==> config.mk <==
export PLATFORM = sky130hd
export DESIGN_NAME = bcd_convert_seq_ctrl
export DESIGN_NICKNAME = d
export VERILOG_FILES = /design/src/rtl/bcd_convert_seq_ctrl.sv
export SDC_FILE = /design/constraint.sdc
export NUM_CORES = 1
export LEC_CHECK = 0
export ABC_AREA = 1
export CORE_MARGIN = 5
export CORE_UTILIZATION = 31
export DETAILED_ROUTE_END_ITERATION = 10
export PLACE_DENSITY = 0.48
export SYNTH_ARGS = -nofsm -noshare
export SYNTH_HDL_FRONTEND = slang
export SYNTH_SLANG_ARGS = --single-unit
==> constraint.sdc <==
create_clock -name clk -period 1.5 [get_ports clk]
set_input_delay 0.3 -clock clk [delete_from_list [all_inputs] [get_ports clk]]
set_output_delay 0.3 -clock clk [all_outputs]
set_load 0.02 [all_outputs]
==> src/rtl/bcd_convert_seq_ctrl.sv <==
// Sequential binary-to-BCD converter (shift-add-3 / double dabble).
// One binary bit is consumed per clock, so a single per-nibble add-3 stage
// is reused for every iteration. Valid/ready handshakes on input and output.
module bcd_convert_seq_ctrl #(
  parameter int WIDTH  = 8,
  parameter int DIGITS = 4
) (
  input  logic                  clk,
  input  logic                  rst_n,
  input  logic                  in_valid,
  output logic                  in_ready,
  input  logic [WIDTH-1:0]      in_data,
  output logic                  out_valid,
  input  logic                  out_ready,
  output logic [4*DIGITS-1:0]   bcd,
  output logic                  busy
);

  localparam int SW = 4 * DIGITS;
  localparam int CW = $clog2(WIDTH + 1);

  localparam logic [1:0] S_IDLE  = 2'd0;
  localparam logic [1:0] S_SHIFT = 2'd1;
  localparam logic [1:0] S_DONE  = 2'd2;

  logic [1:0]        r_state;
  logic [WIDTH-1:0]  r_bin;
  logic [SW-1:0]     r_scr;
  logic [CW-1:0]     r_cnt;
  logic [SW-1:0]     r_bcd;

  logic [SW-1:0]       w_adj;
  logic [SW+WIDTH-1:0] w_shift;
  logic                w_accept;
  logic                w_last;

  // Add 3 to every scratch digit that is 5 or more; nibbles never carry
  // into each other because a digit is at most 9 before the add.
  function automatic logic [SW-1:0] add3(input logic [SW-1:0] s);
    logic [SW-1:0] r;
    r = s;
    for (int i = 0; i < DIGITS; i++) begin
      if (s[4*i +: 4] >= 4'd5) r[4*i +: 4] = s[4*i +: 4] + 4'd3;
    end
    return r;
  endfunction

  // Iteration datapath: correct digits, then shift {scratch, binary} left.
  always_comb begin
    w_adj    = add3(r_scr);
    w_shift  = {w_adj, r_bin} << 1;
    w_accept = in_valid && (r_state == S_IDLE);
    w_last   = (r_cnt == CW'(1));
  end

  // Control FSM plus shift/scratch/result registers.
  always_ff @(posedge clk or negedge rst_n) begin
    if (!rst_n) begin
      r_state <= S_IDLE;
      r_bin   <= '0;
      r_scr   <= '0;
      r_cnt   <= '0;
      r_bcd   <= '0;
    end else begin
      case (r_state)
        S_IDLE: begin
          if (w_accept) begin
            r_bin   <= in_data;
            r_scr   <= '0;
            r_cnt   <= CW'(WIDTH);
            r_state <= S_SHIFT;
          end
        end
        S_SHIFT: begin
          r_scr <= w_shift[SW+WIDTH-1:WIDTH];
          r_bin <= w_shift[WIDTH-1:0];
          r_cnt <= r_cnt - CW'(1);
          // The final iteration's shifted scratch is the finished result,
          // so it is captured into bcd on the same edge that enters DONE.
          if (w_last) begin
            r_bcd   <= w_shift[SW+WIDTH-1:WIDTH];
            r_state <= S_DONE;
          end
        end
        S_DONE: begin
          if (out_ready) r_state <= S_IDLE;
        end
        default: r_state <= S_IDLE;
      endcase
    end
  end

  // Status outputs decode directly from the state register.
  always_comb begin
    in_ready  = (r_state == S_IDLE);
    busy      = (r_state == S_SHIFT);
    out_valid = (r_state == S_DONE);
    bcd       = r_bcd;
  end

endmodule

==> summary.txt <==
Yosys
  • EDFF count, synth: 0
  • Ys Warns: 0
  • Main synth FF type: sky130_fd_sc_hd__dfrtp_1
  • Synthesized Nets: 302
  • Flop and latch count out of synthesis: 46
  • Synthesized instance count: 280
  • Netlist cell types: 25
  • Share of synthesized registers carrying an async set or reset: 100%
  • Avg Synthesized Cell Area: 8.24 um2
  • Cell Area, Synth: 2310 um2
  • Sequential fraction of the synthesis area: 49.9%

GRT
  • Number of antenna violations at the first check in global routing: 0
  • Total GRT Usage: 11.8%
  • Global-route wire length before repair: 8.58 mm
  • Number of global-route vias before repair: 1890
  • Maximum number of pins on one net before global-route repair: 47
  • Congestion Overflow GR: 0

Die
  • Core Box Area: 7250 um2
  • Area of the die: 9260 um2
  • I/O Pins: 31
  • Vertical extent of the die: 96.2 um
  • Initial cell density of the core: 31.8%
  • Die X-Extent: 96.2 um
  • Site Rows: 31

Pwr
  • Static Leakage: 1.49 nW
  • Worst vdd ir: 0.838 mV
  • Power Density: 2080 nW/um2

Worst setup path
  • Critical Path Start Type: flop
  • Crit Path Category: flop to primary output
  • Crit Path Max Fanout: 5
  • Sort of element at the end of the critical path: primary output
  • Cell depth of the worst flop-to-flop path: 7
  • Endpoint arrival time on the critical path: 1.14 ns
  • Launch point of the worst reg-to-reg path: r_cnt[1]
  • R2r endpoint: bcd[1]
  • Worst reg-to-reg setup slack: 0.15 ns
  • Required time at the endpoint of the critical path: 1.20 ns

Clocking
  • Clock sink total: 46
  • Post-CTS setup-driven buffer insertion count: 0
  • H-Tree Level Count: 2
  • Root cell of the clock tree: sky130_fd_sc_hd__clkbuf_8
  • Insertion delay to the later sink of the worst-skew pair: 0.29 ns
  • Number of clock buffers inserted by TritonCTS: 5
  • Clock buffer depth: 2
  • Clock tree from TritonCTS: done
  • CTS clk-pin slew, worst paths: 0.08 ns

Drt
  • Vias after detailed routing: 1911
  • Total detailed-routing wirelength: 5.04 mm
  • Post-detailed-route via-to-cell ratio: 4.54
  • Drt pass-1 iters: 4
  • Drt initial violations: 59
  • Number of nets with antenna violations after detailed routing: 0
  • Remaining DRCs: 0
  • WL/cell: 12.0 um

Placed design
  • Post-detail-place hpwl: 3.50 mm
  • Placement-stage worst setup slack: -0.0699 ns
  • Post-DP Area: 2760 um2
  • Final weighted congestion in routability-driven placement: 0.782
  • IO buf count: 30

STA
  • Final clock period utilization by the worst path: 95.7%
  • Final setup vio count: 0
  • Number of max-slew violations in the final report: 0
  • Fmax: 697 MHz
  • Worst slew margin relative to its limit: 79.6%
  • Post-route setup slack: 0.0649 ns
  • Minimum period implied by the final worst setup slack: 1.44 ns
  • Fin. Hold Viols: 0
  • Worst slew pin tran: 0.303 ns
  • Setup repair after global routing missed its margin: no
  • Worst Clk Skew: 0.00254 ns

Hold path
  • Endpoint of the worst hold path: r_cnt[3]
  • Depth of the worst hold-timing path: 1
  • Worst Min Path Start: r_cnt[3]
  • Class of the tightest hold or removal check: flop to flop

Finish
  • Area growth, synth to finish: 22.3%
  • Non-Filler Cell Area, Final: 2820 um2
  • Count of inserted antenna diode cells: 0
  • Post-layout nets: 344
  • Fill cell count: 744
  • Layout cells sized above 1: 9.01%

Status
  • Run status: finished, final reports clean

Run
  • Maximum Capacitance Violations: 0
[sequential cells by signal, indices dropped and copies added (netlist names)]
signal	cells
r_scr	16
bcd	16
r_cnt	4
r_bin	8
r_state	2
[critical path, cell delays in order, from the launching register on]
cell	delay, ns
sky130_fd_sc_hd__dfrtp_2	0.45
sky130_fd_sc_hd__nor2_1	0.13
sky130_fd_sc_hd__clkdlybuf4s15_2	0.27
[stage by stage]
| step | TNS, ns | hold slack (ns) | total power, mW | cells | utilization, % |
|---|---|---|---|---|---|
| after global routing | 0 | 0.500 | 6.47 | 421 | 38.9 |
| after detailed placement | -0.0699 | 0.310 | 5.35 | 413 | 38.0 |
| final | 0 | 0.475 | 5.87 | 421 | 38.9 |
| after floorplan | 0 | 0.00441 | 4.31 | 280 | - |
| after CTS | 0 | 0.482 | 5.96 | 421 | 38.9 |
| after global placement | -0.0555 | 0.309 | 5.31 | 413 | 38.0 |
[cells in the mapped netlist, types with 2 or more instances]
cell / instances / share of area, %
sky130_fd_sc_hd__nand2_1: 114 / 19
sky130_fd_sc_hd__dfrtp_1: 46 / 50
sky130_fd_sc_hd__nand3_1: 35 / 7.6
sky130_fd_sc_hd__inv_1: 25 / 4.1
sky130_fd_sc_hd__o21ai_0: 13 / 2.8
sky130_fd_sc_hd__ha_1: 10 / 5.4
sky130_fd_sc_hd__nand4_1: 6 / 1.6
sky130_fd_sc_hd__nor2_1: 6 / 0.98
sky130_fd_sc_hd__o22ai_1: 4 / 1.1
sky130_fd_sc_hd__buf_6: 3 / 1.5
sky130_fd_sc_hd__a21boi_0: 2 / 0.65
sky130_fd_sc_hd__buf_4: 2 / 0.65
sky130_fd_sc_hd__nand2_4: 2 / 0.98
[cell usage in the layout (no fill, tap or decap), types with 2 or more instances in the layout]
| cell type | n |
|---|---|
| sky130_fd_sc_hd__a21boi_0 | 2 |
| sky130_fd_sc_hd__buf_2 | 2 |
| sky130_fd_sc_hd__buf_4 | 8 |
| sky130_fd_sc_hd__clkbuf_1 | 2 |
| sky130_fd_sc_hd__clkbuf_8 | 5 |
| sky130_fd_sc_hd__clkdlybuf4s50_1 | 10 |
| sky130_fd_sc_hd__dfrtp_1 | 45 |
| sky130_fd_sc_hd__dlygate4sd2_1 | 16 |
| sky130_fd_sc_hd__ha_1 | 10 |
| sky130_fd_sc_hd__inv_1 | 25 |
| sky130_fd_sc_hd__nand2_1 | 114 |
| sky130_fd_sc_hd__nand2_4 | 2 |
| sky130_fd_sc_hd__nand3_1 | 34 |
| sky130_fd_sc_hd__nand4_1 | 6 |
| sky130_fd_sc_hd__nor2_1 | 6 |
| sky130_fd_sc_hd__o21ai_0 | 13 |
| sky130_fd_sc_hd__o22ai_1 | 4 |
[how the worst max path moves through the flow]
stage	from	to	cells after the start
finish	r_state[0]	in_ready	2
global route	r_scr[12]	r_scr[15]	7
CTS	r_state[0]	out_valid	2
detailed placement	r_state[0]	busy	3
global placement	r_state[0]	busy	3
floorplan	r_cnt[1]	bcd[4]	8
[per-layer routing]
metal	up-vias	GRT usage [%]	wire length, um
met3	9	2.50	215
met1	879	15.7	2450
met2	37	19.0	2320
met5	-	0	0
met4	0	4.15	56
li1	986	-	-
[cell families after synthesis]
logic type | Yosys count | share of synthesized area [%]
compound gates | 23 | 5.64
fa+ha+maj | 10 | 5.43
simple gates | 167 | 31.6
xor+xnor | 1 | 0.380
flops | 46 | 49.9
buf+inv | 33 | 7.00
[power by group]
group / internal, mW / switching (mW)
Clock: 0.322 / 0.395
Combinational: 1.11 / 1.89
Sequential: 1.79 / 0.370
Total: 3.22 / 2.65
[timing repair]
item / 4_1_cts / 5_1_grt
gates resized for setup: 25 / 3
setup endpoints to repair: 19 / 10
gates cloned: 0 / 0
pin swaps: 0 / 0
hold buffers: 1 / 0
hold endpoints to repair: 46 / 0
[area by class of cell]
cell class,count,area (um2),share of cell area [%]
inverters,28,113,3.99
multi-input cells,201,998,35.4
repair buffers,40,357,12.6
well taps,99,124,4.39
flip-flops and latches,46,1150,40.9
clock buffers,7,76.3,2.71
No activity file was read; power rests on OpenSTA's default activity.
